File: config.mk
export PLATFORM = sky130hd
export DESIGN_NAME = mem_test_master
export DESIGN_NICKNAME = d
export VERILOG_FILES = /design/src/rtl/mem_test_master.sv
export SDC_FILE = /design/constraint.sdc
export NUM_CORES = 1
export LEC_CHECK = 0
export CAP_MARGIN = 20
export CELL_PAD_IN_SITES_DETAIL_PLACEMENT = 1
export CELL_PAD_IN_SITES_GLOBAL_PLACEMENT = 2
export CORE_UTILIZATION = 28
export CTS_BUF_LIST = sky130_fd_sc_hd__clkbuf_4 sky130_fd_sc_hd__clkbuf_8
export CTS_CLUSTER_DIAMETER = 150
export CTS_CLUSTER_SIZE = 8
export DETAILED_ROUTE_END_ITERATION = 8
export GPL_ROUTABILITY_DRIVEN = 0
export PLACE_DENSITY_LB_ADDON = 0.2
export SLEW_MARGIN = 25
export SYNTH_ARGS = -nofsm -noshare
export SYNTH_HDL_FRONTEND = slang
export SYNTH_SLANG_ARGS = --single-unit
export TNS_END_PERCENT = 20
File: constraint.sdc
create_clock -name clk_i -period 1.8 [get_ports clk_i]
set_input_delay 0.18 -clock clk_i [delete_from_list [all_inputs] [get_ports clk_i]]
set_output_delay 0.18 -clock clk_i [all_outputs]
set_load 0.02 [all_outputs]
File: src/rtl/mem_test_master.sv
// mem_test_master
//   Bus master for the valid/ready single-port memory interface. A start
//   pulse launches one full test:
//     1. write data(a) = (a + seed) mod 2^WIDTH to every address,
//     2. read every address back and compare it with the same pattern,
//     3. report pass/fail, the mismatch count and the first failing address.
//
//   Every transaction is a four-phase handshake. The master raises valid
//   (REQ), waits for ready, drops valid (REL) and then waits for ready to
//   fall before it moves on. Because of that final wait, a memory that
//   acknowledges once more on the release edge cannot make one transaction
//   count twice.
//
//   Optional feature: define MEM_TEST_MASTER_TIMEOUT_EN to abort the test
//   when any REQ/REL state lasts TIMEOUT_CYCLES cycles. Without the macro,
//   timeout_o is tied to 0 and the master waits indefinitely.
//
// Ports
//   clk_i             clock, rising edge
//   rst_ni            asynchronous active-low reset
//   start_i           start-test pulse; sampled only in IDLE
//   seed_i            pattern seed; latched when start is accepted
//   valid_o           memory request valid
//   wr_rd_en_o        1 = write, 0 = read
//   addr_o            memory address
//   wdata_o           write data
//   ready_i           memory handshake acknowledge
//   rdata_i           read data, valid while ready_i=1 during a read
//   busy_o            test in progress
//   done_o            one-cycle pulse at the end of a test
//   pass_o            last test had no mismatch and no timeout
//   err_cnt_o         mismatch count of the last test
//   first_err_addr_o  address of the first mismatch (0 if none)
//   timeout_o         last test was aborted on timeout
module mem_test_master #(
  parameter int unsigned DEPTH          = 8,
  parameter int unsigned WIDTH          = 2,
  parameter int unsigned ADDR_WIDTH     = $clog2(DEPTH),
  parameter int unsigned TIMEOUT_CYCLES = 16
) (
  input  logic                  clk_i,
  input  logic                  rst_ni,
  input  logic                  start_i,
  input  logic [WIDTH-1:0]      seed_i,
  output logic                  valid_o,
  output logic                  wr_rd_en_o,
  output logic [ADDR_WIDTH-1:0] addr_o,
  output logic [WIDTH-1:0]      wdata_o,
  input  logic                  ready_i,
  input  logic [WIDTH-1:0]      rdata_i,
  output logic                  busy_o,
  output logic                  done_o,
  output logic                  pass_o,
  output logic [ADDR_WIDTH:0]   err_cnt_o,
  output logic [ADDR_WIDTH-1:0] first_err_addr_o,
  output logic                  timeout_o
);

  localparam int unsigned CW = ADDR_WIDTH + 1;
  localparam logic [ADDR_WIDTH-1:0] LAST_ADDR = ADDR_WIDTH'(DEPTH - 1);

  typedef enum logic [2:0] {
    S_IDLE, S_WR_REQ, S_WR_REL, S_RD_REQ, S_RD_REL, S_DONE
  } state_e;

  state_e                state_q, state_d;
  logic [ADDR_WIDTH-1:0] addr_q, addr_d;
  logic [WIDTH-1:0]      seed_q, seed_d;
  logic [CW-1:0]         err_cnt_q, err_cnt_d;
  logic [ADDR_WIDTH-1:0] first_err_q, first_err_d;
  logic                  pass_q, pass_d;
  logic                  timeout_q, timeout_d;
  logic                  wait_expired;
  logic [WIDTH-1:0]      exp_data;

  // Test pattern: address plus seed, wrapped to WIDTH bits.
  function automatic logic [WIDTH-1:0] pattern(input logic [ADDR_WIDTH-1:0] a,
                                               input logic [WIDTH-1:0]      s);
    logic [WIDTH-1:0] a_w;
    a_w = WIDTH'(a);
    return a_w + s;
  endfunction

  assign exp_data = pattern(addr_q, seed_q);

`ifdef MEM_TEST_MASTER_TIMEOUT_EN
  localparam int unsigned WC_W = $clog2(TIMEOUT_CYCLES + 1);
  logic [WC_W-1:0] wait_q, wait_d;

  // The counter is 0 in the first cycle of a state, so the value
  // TIMEOUT_CYCLES-1 marks the last cycle allowed in that state.
  assign wait_expired = (wait_q == WC_W'(TIMEOUT_CYCLES - 1));

  always_comb begin
    wait_d = wait_q + WC_W'(1);
    if (state_d != state_q) begin
      wait_d = '0;
    end
  end

  always_ff @(posedge clk_i or negedge rst_ni) begin
    if (!rst_ni) begin
      wait_q <= '0;
    end else begin
      wait_q <= wait_d;
    end
  end
`else
  assign wait_expired = 1'b0;
`endif

  always_comb begin
    state_d     = state_q;
    addr_d      = addr_q;
    seed_d      = seed_q;
    err_cnt_d   = err_cnt_q;
    first_err_d = first_err_q;
    pass_d      = pass_q;
    timeout_d   = timeout_q;

    unique case (state_q)
      S_IDLE: begin
        if (start_i) begin
          seed_d      = seed_i;
          err_cnt_d   = '0;
          first_err_d = '0;
          pass_d      = 1'b0;
          timeout_d   = 1'b0;
          addr_d      = '0;
          state_d     = S_WR_REQ;
        end
      end
      S_WR_REQ: begin
        if (ready_i) begin
          state_d = S_WR_REL;
        end else if (wait_expired) begin
          timeout_d = 1'b1;
          state_d   = S_DONE;
        end
      end
      S_WR_REL: begin
        if (!ready_i) begin
          if (addr_q == LAST_ADDR) begin
            addr_d  = '0;
            state_d = S_RD_REQ;
          end else begin
            addr_d  = addr_q + ADDR_WIDTH'(1);
            state_d = S_WR_REQ;
          end
        end else if (wait_expired) begin
          timeout_d = 1'b1;
          state_d   = S_DONE;
        end
      end
      S_RD_REQ: begin
        // The compare happens only in the cycle that leaves RD_REQ, so a
        // lingering ready during RD_REL is never compared again.
        if (ready_i) begin
          if (rdata_i != exp_data) begin
            err_cnt_d = err_cnt_q + CW'(1);
            if (err_cnt_q == '0) begin
              first_err_d = addr_q;
            end
          end
          state_d = S_RD_REL;
        end else if (wait_expired) begin
          timeout_d = 1'b1;
          state_d   = S_DONE;
        end
      end
      S_RD_REL: begin
        if (!ready_i) begin
          if (addr_q == LAST_ADDR) begin
            state_d = S_DONE;
          end else begin
            addr_d  = addr_q + ADDR_WIDTH'(1);
            state_d = S_RD_REQ;
          end
        end else if (wait_expired) begin
          timeout_d = 1'b1;
          state_d   = S_DONE;
        end
      end
      S_DONE: begin
        state_d = S_IDLE;
      end
      default: begin
        state_d = S_IDLE;
      end
    endcase

    // Latch the verdict on entry to DONE so pass_o is valid with done_o.
    if (state_d == S_DONE && state_q != S_DONE) begin
      pass_d = (err_cnt_d == '0) && !timeout_d;
    end
  end

  always_ff @(posedge clk_i or negedge rst_ni) begin
    if (!rst_ni) begin
      state_q     <= S_IDLE;
      addr_q      <= '0;
      seed_q      <= '0;
      err_cnt_q   <= '0;
      first_err_q <= '0;
      pass_q      <= 1'b0;
      timeout_q   <= 1'b0;
    end else begin
      state_q     <= state_d;
      addr_q      <= addr_d;
      seed_q      <= seed_d;
      err_cnt_q   <= err_cnt_d;
      first_err_q <= first_err_d;
      pass_q      <= pass_d;
      timeout_q   <= timeout_d;
    end
  end

  // Bus outputs decode directly from registered state, so they stay
  // constant for the whole of each REQ state.
  assign valid_o          = (state_q == S_WR_REQ) || (state_q == S_RD_REQ);
  assign wr_rd_en_o       = (state_q == S_WR_REQ);
  assign addr_o           = addr_q;
  assign wdata_o          = (state_q == S_WR_REQ) ? exp_data : '0;
  assign busy_o           = (state_q == S_WR_REQ) || (state_q == S_WR_REL) ||
                            (state_q == S_RD_REQ) || (state_q == S_RD_REL);
  assign done_o           = (state_q == S_DONE);
  assign pass_o           = pass_q;
  assign err_cnt_o        = err_cnt_q;
  assign first_err_addr_o = first_err_q;
  assign timeout_o        = timeout_q;

endmodule

Word-level counts from Yosys, hierarchy flattened
Index checks and enable logic that the tools add are counted.
{"block": "totals", "register_bits": 17, "output_inout_bits": 18, "elab_cells": 72}
{"block": "op_classes", "n_addsub": 3, "eq_ne": 16, "muxes": 28, "reduce_logical": 18}
{"operator": "$mux 3", "n": 14}
{"operator": "$pmux 3 s5", "n": 1}
{"operator": "$ne 2x2->1 const B", "n": 7}
{"operator": "$eq 3x3->1 const B", "n": 4}
{"operator": "$mux 4", "n": 3}
{"operator": "$reduce_and 5->1", "n": 2}
{"operator": "$pmux 3 s3", "n": 1}
{"operator": "$logic_not 4->1", "n": 2}
{"operator": "$pmux 4 s2", "n": 1}
{"operator": "$eq 3x2->1 const B", "n": 2}
{"operator": "$pmux 3 s2", "n": 1}
{"operator": "$reduce_bool 2->1", "n": 3}
{"operator": "$mux 1", "n": 5}
{"operator": "$add 4x1->4 const B", "n": 1}
{"operator": "$logic_or 1x1->1", "n": 4}
{"operator": "$mux 2", "n": 2}
{"operator": "$reduce_and 2->1", "n": 2}
{"operator": "$add 3x1->3 const B", "n": 1}
{"operator": "$eq 3x1->1 const B", "n": 1}
{"operator": "$logic_not 3->1", "n": 1}
{"operator": "$ne 3x3->1 const B", "n": 1}
{"operator": "$reduce_bool 3->1", "n": 1}
{"operator": "$add 2x2->2", "n": 1}
{"operator": "$logic_and 1x1->1", "n": 2}
{"operator": "other kinds (2)", "n": 2}

Depth between registers and ports, before layout
{"block": "logic_depth", "depth_word": 8, "mapped_depth": 7, "ltp_nobuf": 7}

Worst setup path before layout
No wires, ideal clock.
{"block": "synth_timing", "kind": "reg2reg", "startpoint": "reg addr_q[0] (netlist: addr_o[0])", "endpoint": "reg pass_q (netlist: pass_o)", "setup_ns": 0.092, "t_arrival_ns": 1.779, "required_time_ns": 1.708, "path_slack_ns": -0.071, "path_stages_with_launch": 8, "path_buffers": 0, "period_less_slack_ns": 1.871, "path_cell_list": "dfrtp_1 ha_1 xor2_1 xnor2_1 and2_4 nand2b_4 o311ai_2 o31ai_2"}
{"block": "synth_via", "elab_chain_len": 8, "word_cells_on_any_way": 19, "classes_between": "1 x add/sub; 3 x eq/ne; 9 x mux; 6 x reduce/logical"}
{"element": "start, declared", "line_no": "67", "source": "logic [ADDR_WIDTH-1:0] addr_q, addr_d;"}
{"element": "start signal, assigned", "line_no": "209", "source": "addr_q <= addr_d;"}
{"element": "$add 2x2->2", "line_no": "81", "source": "return a_w + s;"}
{"element": "$ne 2x2->1", "line_no": "159", "source": "if (rdata_i != exp_data) begin"}
{"element": "$mux 4", "line_no": "159"}
{"element": "$mux 4", "line_no": "158", "source": "if (ready_i) begin"}
{"element": "$pmux 4 s2", "line_no": "121", "source": "unique case (state_q)"}
{"element": "net err_cnt_d[0]", "line_no": "69", "source": "logic [CW-1:0] err_cnt_q, err_cnt_d;"}
{"element": "$logic_not 4->1", "line_no": "194", "source": "pass_d = (err_cnt_d == '0) && !timeout_d;"}
{"element": "$logic_and 1x1->1", "line_no": "194"}
{"element": "$mux 1", "line_no": "193", "source": "if (state_d == S_DONE && state_q != S_DONE) begin"}
{"element": "end signal, assigned", "line_no": "213", "source": "pass_q <= pass_d;"}
{"element": "end, declared", "line_no": "71", "source": "logic pass_q, pass_d;"}
The timed path passes the listed nets, and every way through them passes these cells.
A chain may end at the register's enable or synchronous reset.

Worst setup path after layout
{"block": "layout_timing", "startpoint": "reg addr_q[0] (netlist: addr_o[0])", "endpoint": "reg first_err_q[0] (netlist: first_err_addr_o[0])"}
{"block": "layout_via", "elab_chain_len": 4, "word_cells_on_any_way": 8, "classes_between": "1 x add/sub; 2 x eq/ne; 4 x mux; 1 x reduce/logical"}
{"element": "$add 2x2->2 / $mux 3 (equally long branches)", "line_no": "81, 161"}
{"element": "$ne 2x2->1 / $mux 3 (equally long branches)", "line_no": "159"}
{"element": "$ne 2x2->1 (no source line) / $mux 3 (equally long branches)"}
{"element": "$reduce_and 5->1 (no source line) / $pmux 3 s2 (equally long branches)"}
{"element": "end signal, assigned", "line_no": "212", "source": "first_err_q <= first_err_d;"}
{"element": "end, declared", "line_no": "70", "source": "logic [ADDR_WIDTH-1:0] first_err_q, first_err_d;"}
Several ways; a longest one is shown, not always the timed one. The select of a mux whose other input is x is not followed.

==> impl_summary.log <==
INFO  metric gr-usage-met3 = 2.99%
INFO  metric synthArstFlopShare = 100%
INFO  metric initial_utilization = 29.5%
INFO  metric unrepaired_setup_endpoints_after_global_routing = yes
INFO  metric yosys_warnings = 0
INFO  metric slowest_delay = 450 ps
INFO  metric worst_hold_path_type = in -> async
INFO  metric logic_gate_share_of_total_power = 63.3%
INFO  metric irDropWorstVdd = 0.660 mV
INFO  metric outcome = complete, but fails checks
INFO  metric placement.setup.worst_slack = -53.9 ps
INFO  metric cts_sinks = 17
INFO  metric num_rows = 22
INFO  metric nFillCells = 446
INFO  metric max_slew.worst_pin.slew = 289 ps
INFO  metric finish.net_count = 180
INFO  metric clockPowerShare = 12.4%
INFO  metric power_switching_share = 42.0%
INFO  metric grt_util_all_layers = 17.3%
INFO  metric setup_viol = 1
INFO  metric power_leakage = 0.000786 uW
INFO  metric r2r_setup_slack = -20 ps
INFO  metric clk_latency = 260 ps
INFO  metric mostFrequentLayoutCell = buf_4
INFO  metric required = 1980 ps
INFO  metric dieWidth = 64.5 microns
INFO  metric postCtsHoldBufs = 0
INFO  metric grt_met2_usage = 30.7%
INFO  metric portBuffers = 25
INFO  metric cts_root_buf = clkbuf_8
INFO  metric tritoncts = built
INFO  metric critical_path.endpoint_type = flip-flop
INFO  metric hpwl_reported_at_the_end_of_detailed_placement = 2450 microns
INFO  metric fin_skew = 7.28 ps
INFO  metric power.share.sequential = 24.3%
INFO  metric antenna_found_initial = 0
INFO  metric i_o_pins = 26
INFO  metric postRouteAntennaNets = 0
INFO  metric drt_drc_violations_left = 0
INFO  metric busiest_layer = met2
INFO  metric number_of_distinct_library_cell_variants_in_the_gate_level_netlist_after_synthesis = 39
INFO  metric synth-edff-count = 0
INFO  metric finalCriticalPeriod = 1820 ps
INFO  metric final_max_slew_violation_count = 0
INFO  metric worst_setup_hold_path_clk_slew = 80 ps
INFO  metric timing.critical_path.from_type = flip-flop
INFO  metric sequential_fraction_of_the_synthesis_area = 38.9%
INFO  metric maximum_number_of_pins_on_one_net_before_global_route_repair = 18
INFO  metric layout-drive-gt1-share = 31.5%
INFO  metric largest_fanout_on_the_critical_path = 4
INFO  metric cts_inserted_buffers = 3
INFO  metric area_growth_syn_to_layout = 52.3%
INFO  metric num_vias = 997
INFO  metric internal_power = 1440 uW
INFO  metric first_pass_grt_wire_length = 5350 microns
INFO  metric groute.layer.met1.usage = 20.3%
INFO  metric detailedRoute.firstIterationViolations = 15
INFO  metric routed_wirelength = 3150 microns
INFO  metric maxSlewHeadroom = 80.7%
INFO  metric placeableCoreArea = 0.00372 sq mm
INFO  metric critical_path.slowest_cell = dfrtp_2
INFO  metric power.density = 1490 mW/mm^2
INFO  metric switchingPower = 1040 uW
INFO  metric timing.final.ws_setup = -18.5 ps
INFO  metric ff2ff_path_depth = 7
INFO  metric post_route_fraction_of_the_period_consumed_by_the_critical_path = 101%
INFO  metric drv_cap = 0
INFO  metric rr_endpoint = first_err_addr_o[0]
INFO  metric syn_nets = 129
INFO  metric routed_wire_length_per_instance = 14.8 microns
INFO  metric failing_checks = negative setup slack
INFO  metric ctsLongestPathBuffers = 2
INFO  metric antenna-diode-count = 0
INFO  metric finalHoldViolations = 0
INFO  metric postSynthRegisterBits = 17
INFO  metric synth_ff_type = dfrtp_1
INFO  metric synthesized_netlist_cell_count = 115
INFO  metric htree_levels = 1
INFO  metric global_route.overflow_total = 0
INFO  metric path_cells = ha_4 -> xor2_4 -> xnor2_2 -> and2_4 -> nand2b_4 -> a22oi_4 -> mux2i_2
INFO  metric vias_per_cell = 4.68
INFO  metric tns = -18.5 ps
INFO  metric postSynthAreaPerCell = 9.52 sq um
INFO  metric timing.fmax = 550 MHz
INFO  metric commonest_cells_after_routing_fill_and_taps_aside = buf_4 (25), clkdlybuf4s50_1 (19), nand2_1 (17)
INFO  metric start_of_the_worst_register_to_register_path = addr_o[0]
INFO  metric dieArea = 0.00416 sq mm
INFO  metric timing.setup.critical_path_class = reg -> reg
INFO  metric grt_pass1_vias = 1,076
INFO  metric drt-pass1-iter-count = 2
INFO  metric die-height = 64.5 microns
INFO  metric mappedNetlistArea = 0.00109 sq mm
INFO  metric worst_ep_arrival_time = 2000 ps
state kept, by name (all words and copies together) (netlist names):
| signal | count |
|---|---|
| err_cnt_o | 4 |
| first_err_addr_o | 3 |
| addr_o | 3 |
| seed_q | 2 |
| state_q | 3 |
| pass_o | 1 |
| timeout_o | 1 |
critical path: cells and delay by family (launching register included):
kind	cells	cell delay, ps
xor+xnor	2	310
compound gates	1	240
mux	1	240
fa+ha+maj	1	190
simple gates	2	320
flops	1	450
cell families (layout without fill, tap and decap cells):
| group | count (synthesis) | in the layout | share of synthesized area, % |
|---|---|---|---|
| simple gates | 50 | 50 | 24.0 |
| compound gates | 17 | 17 | 13.0 |
| flops | 17 | 17 | 38.9 |
| buf+inv | 10 | 60 | 3.77 |
| mux | 9 | 9 | 8.69 |
| fa+ha+maj | 6 | 6 | 6.86 |
| xor+xnor | 6 | 6 | 4.80 |
Yosys cell counts (2+ instances only):
library cell | number | area share (%)
a21oi_1 | 3 | 1.4
and2_1 | 2 | 1.1
buf_2 | 3 | 1.4
dfrtp_1 | 17 | 39
ha_1 | 6 | 6.9
inv_1 | 6 | 2.1
mux2_1 | 2 | 2.1
mux2_2 | 2 | 2.1
mux2i_1 | 5 | 4.6
nand2_1 | 17 | 5.8
nand2b_1 | 2 | 1.1
nand3_1 | 5 | 2.3
nand4_1 | 2 | 1.1
nor2_1 | 9 | 3.1
nor2_2 | 3 | 1.7
nor2b_1 | 2 | 1.1
o21ai_1 | 3 | 1.4
xnor2_1 | 3 | 2.4
xor2_1 | 3 | 2.4
per-stage QoR:
stage | total power, uW | cell area, sq um | utilization [%] | std cells | hold WS (ps)
global route | 2670 | 1670 | 44.9 | 213 | 267
finish | 2480 | 1670 | 44.9 | 213 | 240
floorplan | 1430 | 1110 | - | 115 | -116
detailed placement | 2080 | 1570 | 42.2 | 207 | 507
CTS | 2350 | 1610 | 43.2 | 211 | 257
global placement | 2030 | 1570 | 42.2 | 207 | 496
how the worst max path moves through the flow:
stage / cells past startpoint / endpoint / startpoint
6_report: 7 / first_err_addr_o[0] / addr_o[0]
5_1_grt: 7 / first_err_addr_o[0] / addr_o[0]
4_1_cts: 7 / first_err_addr_o[0] / addr_o[0]
3_5_place_dp: 5 / wdata_o[1] / addr_o[0]
3_3_place_gp: 5 / wdata_o[1] / addr_o[0]
2_1_floorplan: 6 / addr_o[0] / addr_o[1]
power by group through the flow:
stage          clock (uW)  combinational (uW)  sequential [uW]
5_1_grt               332                1720              616
3_3_place_gp            0                1450              581
2_1_floorplan           0                 834              592
6_report              307                1570              603
3_5_place_dp            0                1490              589
4_1_cts               313                1460              582
metal layers:
layer  vias up  routed length (microns)
met5         -                        0
met4         0                       45
met3         4                      133
met2        22                     1590
met1       475                     1380
li1        496                        -
area by class of cell:
class	count	area [sq um]	share of cell area [%]
multi-input combinational	88	689	41.3
sequential	17	428	25.7
timing repair buffer	49	418	25.1
tap	48	60.1	3.60
clock buffer	3	41.3	2.48
inverter	7	26.3	1.58
clock inverter	1	5.00	0.300
what timing repair did:
| action | 4_1_cts | 5_1_grt |
|---|---|---|
| resized for setup | 9 | 10 |
| buffers inserted | 0 | 2 |
| pin swaps | 1 | 3 |
| endpoints found under the setup margin | 7 | 9 |
Power figures use the tool's default switching activity.
